`src/rtl/multicycle_controller.sv`:
```
// Multicycle RV32 subset control FSM: lw, sw, R-type, I-type ALU, beq, and jal when MC_JAL_EN is defined.
// The state is registered; strobes and selects decode from it, qualified by mem_ready, zero and rst.
module multicycle_controller (
    input  logic       clk,
    input  logic       rst,
    input  logic [6:0] op,
    input  logic [2:0] funct3,
    input  logic       funct7b5,
    input  logic       zero,
    input  logic       mem_ready,
    output logic       PCWrite,
    output logic       AdrSrc,
    output logic       MemWrite,
    output logic       IRWrite,
    output logic       RegWrite,
    output logic [1:0] ResultSrc,
    output logic [1:0] ALUSrcA,
    output logic [1:0] ALUSrcB,
    output logic [1:0] ImmSrc,
    output logic [2:0] ALUControl,
    output logic       instr_done,
    output logic       illegal,
    output logic [3:0] state
);
    typedef enum logic [3:0] {
        S_FETCH    = 4'd0,
        S_DECODE   = 4'd1,
        S_MEMADR   = 4'd2,
        S_MEMREAD  = 4'd3,
        S_MEMWB    = 4'd4,
        S_MEMWRITE = 4'd5,
        S_EXECUTER = 4'd6,
        S_ALUWB    = 4'd7,
        S_EXECUTEI = 4'd8,
`ifdef MC_JAL_EN
        S_JAL      = 4'd9,
`endif
        S_BEQ      = 4'd10
    } state_t;

    localparam logic [6:0] OP_LOAD   = 7'b0000011;
    localparam logic [6:0] OP_STORE  = 7'b0100011;
    localparam logic [6:0] OP_RTYPE  = 7'b0110011;
    localparam logic [6:0] OP_ITYPE  = 7'b0010011;
    localparam logic [6:0] OP_BRANCH = 7'b1100011;
    localparam logic [6:0] OP_JAL    = 7'b1101111;

    localparam logic [2:0] ALU_ADD = 3'b000;
    localparam logic [2:0] ALU_SUB = 3'b001;
    localparam logic [2:0] ALU_AND = 3'b010;
    localparam logic [2:0] ALU_OR  = 3'b011;
    localparam logic [2:0] ALU_SLT = 3'b101;

    typedef struct packed {
        logic       pcw;
        logic       adr;
        logic       mw;
        logic       irw;
        logic       rw;
        logic       done;
        logic       ill;
        logic [1:0] rs;
        logic [1:0] sa;
        logic [1:0] sb;
        logic [2:0] alu;
    } ctrl_t;

    state_t     cur;
    ctrl_t      c;
    logic [2:0] fn_alu;
    logic       op_known;

    always_ff @(posedge clk) begin
        if (rst) begin
            cur <= S_FETCH;
        end else begin
            case (cur)
                S_FETCH:    if (mem_ready) cur <= S_DECODE;
                S_DECODE: begin
                    case (op)
                        OP_LOAD, OP_STORE: cur <= S_MEMADR;
                        OP_RTYPE:          cur <= S_EXECUTER;
                        OP_ITYPE:          cur <= S_EXECUTEI;
                        OP_BRANCH:         cur <= S_BEQ;
`ifdef MC_JAL_EN
                        OP_JAL:            cur <= S_JAL;
`endif
                        default:           cur <= S_FETCH;
                    endcase
                end
                S_MEMADR:   cur <= op[5] ? S_MEMWRITE : S_MEMREAD;
                S_MEMREAD:  if (mem_ready) cur <= S_MEMWB;
                S_MEMWB:    cur <= S_FETCH;
                S_MEMWRITE: if (mem_ready) cur <= S_FETCH;
                S_EXECUTER: cur <= S_ALUWB;
                S_EXECUTEI: cur <= S_ALUWB;
                S_ALUWB:    cur <= S_FETCH;
                S_BEQ:      cur <= S_FETCH;
`ifdef MC_JAL_EN
                S_JAL:      cur <= S_ALUWB;
`endif
                default:    cur <= S_FETCH;
            endcase
        end
    end

    always_comb begin
        case (op)
            OP_LOAD, OP_STORE, OP_RTYPE, OP_ITYPE, OP_BRANCH: op_known = 1'b1;
`ifdef MC_JAL_EN
            OP_JAL:  op_known = 1'b1;
`endif
            default: op_known = 1'b0;
        endcase
    end

    // Only R-type (op[5]=1) can turn funct3=000 into a subtract; addi stays add.
    always_comb begin
        case (funct3)
            3'b000:  fn_alu = (op[5] & funct7b5) ? ALU_SUB : ALU_ADD;
            3'b010:  fn_alu = ALU_SLT;
            3'b110:  fn_alu = ALU_OR;
            3'b111:  fn_alu = ALU_AND;
            default: fn_alu = ALU_ADD;
        endcase
    end

    always_comb begin
        case (op)
            OP_STORE:  ImmSrc = 2'b01;
            OP_BRANCH: ImmSrc = 2'b10;
`ifdef MC_JAL_EN
            OP_JAL:    ImmSrc = 2'b11;
`endif
            default:   ImmSrc = 2'b00;
        endcase
    end

    always_comb begin
        c = '0;
        case (cur)
            S_FETCH: begin
                c.sb  = 2'b10;
                c.rs  = 2'b10;
                c.pcw = mem_ready;
                c.irw = mem_ready;
            end
            S_DECODE: begin
                c.sa  = 2'b01;
                c.sb  = 2'b01;
                c.ill = ~op_known;
            end
            S_MEMADR: begin
                c.sa = 2'b10;
                c.sb = 2'b01;
            end
            S_MEMREAD: c.adr = 1'b1;
            S_MEMWB: begin
                c.rs   = 2'b01;
                c.rw   = 1'b1;
                c.done = 1'b1;
            end
            S_MEMWRITE: begin
                c.adr  = 1'b1;
                c.mw   = 1'b1;
                c.done = mem_ready;
            end
            S_EXECUTER: begin
                c.sa  = 2'b10;
                c.alu = fn_alu;
            end
            S_EXECUTEI: begin
                c.sa  = 2'b10;
                c.sb  = 2'b01;
                c.alu = fn_alu;
            end
            S_ALUWB: begin
                c.rw   = 1'b1;
                c.done = 1'b1;
            end
            S_BEQ: begin
                c.sa   = 2'b10;
                c.alu  = ALU_SUB;
                c.pcw  = zero;
                c.done = 1'b1;
            end
`ifdef MC_JAL_EN
            S_JAL: begin
                c.sa  = 2'b01;
                c.sb  = 2'b10;
                c.pcw = 1'b1;
            end
`endif
            default: ;
        endcase
        // Strobes must be quiet in the reset cycle even though the state still shows the old value.
        if (rst) begin
            c.pcw  = 1'b0;
            c.irw  = 1'b0;
            c.mw   = 1'b0;
            c.rw   = 1'b0;
            c.done = 1'b0;
            c.ill  = 1'b0;
        end
    end

    assign PCWrite    = c.pcw;
    assign AdrSrc     = c.adr;
    assign MemWrite   = c.mw;
    assign IRWrite    = c.irw;
    assign RegWrite   = c.rw;
    assign ResultSrc  = c.rs;
    assign ALUSrcA    = c.sa;
    assign ALUSrcB    = c.sb;
    assign ALUControl = c.alu;
    assign instr_done = c.done;
    assign illegal    = c.ill;
    assign state      = cur;

endmodule
```
`config.mk`:
```
export PLATFORM = sky130hd
export DESIGN_NAME = multicycle_controller
export DESIGN_NICKNAME = d
export VERILOG_FILES = /design/src/rtl/multicycle_controller.sv
export SDC_FILE = /design/constraint.sdc
export NUM_CORES = 1
export LEC_CHECK = 0
export CAP_MARGIN = 20
export CORE_MARGIN = 3
export CORE_UTILIZATION = 26
export DETAILED_ROUTE_END_ITERATION = 8
export PLACE_DENSITY = 0.64
export SYNTH_ARGS = -nofsm -noshare
export SYNTH_HDL_FRONTEND = slang
export SYNTH_SLANG_ARGS = --single-unit
```
`constraint.sdc`:
```
create_clock -name clk -period 3.4 [get_ports clk]
set_clock_uncertainty 0.15 [all_clocks]
set_input_delay 0.34 -clock clk [delete_from_list [all_inputs] [get_ports clk]]
set_output_delay 0.34 -clock clk [all_outputs]
set_load 0.01 [all_outputs]
```
# After elaboration in Yosys (flattened, before gate mapping)
# Index checks and enable logic that the tools add are counted.
[op_classes] n_bitwise=2 eq_ne=20 n_reduce_logical=11 n_mux=23
[ops] cell="case mux 4 bit (6 select lines)" count=1
[ops] cell="== test 4 x 3 -> 1 bit, second input constant" count=4
[ops] cell="case mux 2 bit (2 select lines)" count=4
[ops] cell="case mux 4 bit (4 select lines)" count=1
[ops] cell="== test 7 x 6 -> 1 bit, second input constant" count=2
[ops] cell="two-way mux 4 bit" count=3
[ops] cell="case mux 3 bit (4 select lines)" count=1
[ops] cell="== test 4 x 2 -> 1 bit, second input constant" count=2
[ops] cell="== test 4 bit, second input constant" count=2
[ops] cell="two-way mux 1 bit" count=8
[ops] cell="OR reduction 2 bit" count=4
[ops] cell="== test 7 x 2 -> 1 bit, second input constant" count=1
[ops] cell="== test 7 x 5 -> 1 bit, second input constant" count=1
[ops] cell="== test 7 bit, second input constant" count=1
[ops] cell="== test 3 bit, second input constant" count=2
[ops] cell="inequality test 2 bit, second input constant" count=3
[ops] cell="case mux 3 bit (2 select lines)" count=1
[ops] cell="OR reduction 3 bit" count=2
[ops] cell="two-way mux 5 bit" count=1
[ops] cell="OR reduction 5 bit" count=1
[ops] cell="== test 4 x 1 -> 1 bit, second input constant" count=1
[ops] cell="logical NOT 4 bit" count=1
[ops] cell="case mux 1 bit (2 select lines)" count=2
[ops] cell="OR reduction 4 bit" count=1
[ops] cell="other kinds (6)" count=6
[word_totals] in_bits=15 ff_bits=4

# Logic depth before layout (Yosys ltp)
[depth] word_depth=6 ltp_mapped=6 ltp_nobuf=4

# Worst setup path before layout
# OpenSTA, ideal clock, no wires.
[synth_timing] path_type="register to output" startpoint="register cur[1], in the netlist state[1]" endpoint="output port PCWrite" slack_ps=1433 arrival_time_ps=1477 path_stages_with_launch=5 path_cell_list="dfxtp_1 -> buf_6 -> buf_2 -> nand3_1 -> a2111oi_0"
[synth_between] elab_chain_len=3
[synth_rtl] item="from (decl)" line_no="68" rtl="state_t cur;"
[synth_rtl] item="from (signal assigned)" line_no="91" rtl="S_MEMADR: cur <= op[5] ? S_MEMWRITE : S_MEMREAD;"
[synth_rtl] item="== test 4 bit or logical NOT 4 bit (tied branches)" line_no="141" rtl="case (cur)"
[synth_rtl] item="case mux 1 bit (2 select lines) *" line_no="141"
[synth_rtl] item="two-way mux 1 bit *" line_no="197" rtl="if (rst) begin"
[synth_rtl] item="to (decl)" line_no="11" rtl="output logic PCWrite,"
# Every way passes the cells marked *; elsewhere a longest branch is shown, timed or not.

# Worst setup path after layout
# Ends and elaborated chain as after synthesis.

==> results.txt <==
sw power - 0.0000473 W
total global routing overflow - 0
clock power share - 33.9%
global-route wire length before repair - 3150 um
TritonCTS clock tree - built
Initial Util - 27.9%
Mapped Nets - 106
Root Driver - clkbuf_4
pwr dens - 170 mW/mm^2
GRT Max-Usage Layer - met2
sequential area share after synthesis - 12.7%
vias in the first global route - 724
worst-margin pin slew - 0.773 ns
initial DRC count - 16
sequential share of power - 31.1%
hold crit path type - in -> reg
post-synth cell types - 40
clk buf depth - 2
# fillers - 261
P_int - 0.000123 W
ANT nets after route - 0
sw frac - 27.8%
share of layout cells above drive strength 1 - 5.74%
max FFs per register - 4
crit end category - output pin
Setup-failing EPs final - 0
io pins - 37
Worst Hold Slack - 0.606 ns
Routed WL per cell - 12.5 um
most frequent cells in the layout - 36 x clkdlybuf4s50_1, 12 x nor2_1, 7 x inv_1, 7 x a21oi_1, 4 x dfxtp_1
max-capacitance violation count - 0
Syn Std Cell Area - 629 um^2
status - completed
grt met3 use - 4.21%
DRC - 0
fin. max-slew vios - 0
final hold violations - 0
CTS Sinks - 4
Mean Syn Cell Area - 6.92 um^2
Layout Nets - 139
critical path class - reg -> out
largest net degree at the start of global routing - 25
ant diodes - 0
top_reg_cell synth - dfxtp_1
Tot GR Track Use - 12.2%
CORE AREA - 0.00225 mm^2
Startpoint Class - flip-flop
initial antenna violation count - 0
synth warn - 0
Syn-to-layout area delta - 58.8%
die area - 0.00305 mm^2
Buffers on Ports - 36
Initial DRT Pass Iterations - 4
Max Freq - 0.359 GHz
CP arrival - 2.30 ns
PostCTS Resize Cnt - 0
leakage power - 0.354 nW
minimum clock period - 2.79 ns
Post-DP HPWL - 1440 um
Max VDD drop - 0.000192 V
routing usage on met2 - 20.8%
Std-Cell Rows - 17
synthesized flop and latch total - 4
Post-synth EDFFs - 0
Post-CTS Setup Bufs - 0
Synth Instances - 91
async set-or-reset flop fraction in the synthesized netlist - 0%
TritonCTS Buffers - 3
routability congestion estimate - 0.747
Clock transition at path regs - 0.04 ns
width of the die - 55.2 um
combinational power share - 35.0%
met1 Usage GRT - 14.9%
Hold Buf Count CTS - 0
final wirelength - 1880 um
setup TNS - 0 ns
RSZ-0062 raised after global routing - no
commonest non-fill, non-tap cell in the layout - clkdlybuf4s50_1
Worst slew margin - 48.4%
Final Power - 0.000170 W
vias per cell - 5.17
crit path max fanout - 21
die height - 55.2 um
Critical Path RT - 2.91 ns
H-tree depth - 1
final period utilization - 82.0%
Worst-Skew Late Latency - 0.23 ns
routed via count - 776
-- synth_stat cells (2+ instances only) --
library cell | number | share of area, %
nand2_1 | 3 | 1.8
nor3_1 | 3 | 2.4
nand2b_1 | 2 | 2.0
xnor2_1 | 2 | 2.8
dfxtp_1 | 4 | 13
nand4_1 | 2 | 2.0
nand3_1 | 3 | 2.4
nor2_2 | 2 | 2.0
buf_2 | 5 | 4.0
nor2b_1 | 3 | 3.0
o22a_1 | 2 | 2.8
o21ai_0 | 2 | 1.6
nor4b_1 | 2 | 2.8
a31oi_1 | 2 | 2.0
nor2_1 | 12 | 7.2
inv_1 | 7 | 4.2
a21oi_1 | 7 | 5.6
nor4_1 | 3 | 3.0
or3_1 | 2 | 2.0
nand3b_1 | 3 | 3.6
-- logic make-up after synthesis --
family / synth area share [%]
AO/OA/AOI/OAI: 24.1
XOR/XNOR: 4.18
adder cells (fa/ha/maj): 1.59
buffers and inverters: 11.7
flip-flops: 12.7
multiplexers: 1.59
AND/OR/NAND/NOR: 44.1
-- power groups by stage --
stage               Combinational [W]  Sequential, W  Clock (W)
CTS                         0.0000604      0.0000528  0.0000613
floorplan                   0.0000292      0.0000497          0
finish                      0.0000596      0.0000530  0.0000578
global placement            0.0000596      0.0000534          0
detailed placement          0.0000601      0.0000536          0
global route                0.0000652      0.0000534  0.0000696
-- path summary, 6_finish.rpt --
| path | startpoint | to | slack [ns] | cells past startpoint |
|---|---|---|---|---|
| max | state[1]$_SDFFE_PP0P_ | PCWrite | 0.61 | 3 |
| max reg2reg | state[1]$_SDFFE_PP0P_ | state[2]$_SDFFE_PP0P_ | 1.44 | 4 |
| min | op[0] | state[3]$_SDFFE_PP0P_ | 0.61 | 3 |
| min reg2reg | state[3]$_SDFFE_PP0P_ | state[0]$_SDFFE_PP0P_ | 0.67 | 2 |
-- layer usage --
metal / vias up / wire length [um]
met2: 31 / 894
met3: 0 / 153
met1: 352 / 831
met5: - / 0
li1: 393 / -
met4: 0 / 0
-- layout make-up --
class	instances	area [um^2]	share of cell area, %
Multi-Input combinational cell	72	475	47.6
Timing Repair Buffer	36	360	36.0
Sequential cell	4	80.1	8.01
Tap cell	28	35.0	3.50
Inverter	7	26.3	2.63
Clock buffer	3	22.5	2.25
-- critical path: stages (launching register included) --
cell	delay, ns
dfxtp_1	0.81
nand3_1	0.15
a2111oi_0	0.46
clkdlybuf4s50_1	0.64
-- metrics by stage --
step                      cells  setup slack (ns)  instance area, um^2  utilization [%]
final                       150             0.612                 1000             44.3
after global routing        150             0.438                 1000             44.3
after CTS                   150             0.567                 1000             44.3
after detailed placement    147             0.727                  977             43.3
after global placement      147             0.852                  977             43.3
after floorplan              91              1.43                  629                -
Note: power is estimated with default switching activity, not from simulation.
==> RTL change: new RTL, same settings <==
Reset style: asynchronous (`rst`), changed in one clocked block.
--- a/src/rtl/multicycle_controller.sv
+++ b/src/rtl/multicycle_controller.sv
@@ -71,5 +71,5 @@
     logic       op_known;
 
-    always_ff @(posedge clk) begin
+    always_ff @(posedge clk or posedge rst) begin
         if (rst) begin
             cur <= S_FETCH;
Behaviour: differs if rst is asserted again (counterexample within 4 cycles, from zero or initial values and one cycle with rst high); with rst held inactive, the same outputs for 10 cycles.
==> RTL change against the original RTL <==
Power grew 41%. Via count shrank 2.2%. Routed wire length grew 2.6%. Sequential cell count is the same. Register-to-register slack gained 140 ps. Highest routed layer is now met4. Setup slack gained 32 ps. Final area grew 4.0%. Synthesized area grew 6.4%. Hold slack lost 320 ps. Critical endpoint is now ALUControl[1]. Maximum frequency grew 1.2%.
==> RTL change: results (changes against the original RTL) <==
[yosys]
async_flop_share_pct = 100  ; +100 points
syn-num-nets = 99  ; -6.6%
yosys_warnings = 0  ; unchanged
seq_area_frac_synth_pct = 15.0  ; +2.2 points
ys_top_cells_by_count = nor2_1 (9), inv_1 (5), nand2_1 (5)
synth_cells = 84  ; -7.7%
netlist_top_cells_area = dfrtp_1 (15%), nor4bb_1 (6.0%), nor2_1 (5.0%), and4b_1 (4.5%), nand2b_1 (3.7%)
yosysUniqueCellTypes = 43  ; +7.5%

[place]
dp_cells = 141  ; -4.1%
place.gp.congestion = 0.704  ; -5.8%
place_hpwl_um = 1420  ; -1.5%

[setup_path]
rr_worst_depth = 3  ; -1
path_max_fanout = 19  ; -9.5%
timing.rr.start = state[0]$_DFFE_PP0P_
slowest_delay_ps = 750  ; -60 ps
cpMaxStageDelayCell = dfrtp_1
worstReg2RegEnd = state[2]$_DFFE_PP0P_
r2r_slack_ps = 1580  ; +140 ps

[routing]
routed_wl_um = 1930  ; +2.6%
vias_per_cell = 5.27  ; +1.9%
dr.pass1.iters = 5  ; +1
drtIter0Drc = 13  ; -3
wire_per_inst_um = 13.4  ; +6.8%

[cts]
cts_max_path_buffers = 2  ; unchanged

[global_route]
grt_pass1_vias = 693  ; -4.3%
grt_max_degree = 28  ; +12%
gr-usage-all-layers_pct = 12.1  ; -0.080 points

[run_status]
run_status = finished clean

[power_and_ir_drop]
p_leak_nw = 0.377  ; +6.6%
powerClk_uw = 60.8  ; +5.2%
netSwitchingPower_uw = 81.0  ; +71%
seqPwrFrac_pct = 29.1  ; -2.0 points
peakVddDrop_mv = 0.226  ; +18%

[finish]
drive_gt1_share_pct = 7.76  ; +2.0 points
nNetsFinal = 133  ; -4.3%
fillers = 227  ; -13%

[timing]
max-slew-margin-rel_pct = 45.3  ; -3.1 points

[hold_path]
min_path_type = input pin to asynchronous set/reset pin

## RTL change: layout make-up
cell class              count  area [sq um]  area share (%)
multi-input cells          68           503            48.4
inverters                   5          18.8            1.81
clock buffers               3          22.5            2.17
flip-flops and latches      4           100            9.63
well taps                  28          35.0            3.37
repair buffers             36           360            34.7
## RTL change: per-layer routing
metal | part of all wire, % | wire length, um | GRT usage [%] | up-vias
met5 | 0 | 0 | 0 | -
met4 | 0.99 | 19 | 3.64 | 0
met3 | 7.5 | 144 | 4.37 | 2
met2 | 47 | 905 | 20.1 | 27
met1 | 44 | 857 | 14.5 | 343
li1 | - | - | - | 387
## RTL change: cell families (layout without fill, tap and decap cells)
logic type,count (synthesis),after routing,share of synthesized area (%)
simple gates,43,43,46.0
compound gates,22,22,25.0
buf+inv,12,44,9.91
flops,4,4,15.0
xor+xnor,2,2,2.62
mux,1,1,1.50
## RTL change: worst max path at each step
stage,startpoint,endpoint,slack (ps)
after detailed placement,op[5],ALUControl[0],750
after floorplan,state[3]$_DFFE_PP0P_,IRWrite,1600
after CTS,state[0]$_DFFE_PP0P_,illegal,600
after global routing,state[0]$_DFFE_PP0P_,illegal,460
final,state[3]$_DFFE_PP0P_,ALUControl[1],640
after global placement,state[0]$_DFFE_PP0P_,illegal,860
## RTL change: through the flow
stage / hold slack, ps / total power, mW / instance area [sq um] / setup slack, ps
detailed placement: 556 / 0.181 / 1020 / 752
finish: 290 / 0.240 / 1040 / 644
CTS: 304 / 0.243 / 1040 / 603
global route: 349 / 0.257 / 1040 / 462
global placement: 571 / 0.180 / 1020 / 863
floorplan: -28.2 / 0.122 / 669 / 1600
## RTL change: critical path, delay by kind of cell (launching register included)
family | cells | cell delay (ps)
buf+inv | 1 | 540
simple gates | 2 | 500
flops | 1 | 750
compound gates | 1 | 240
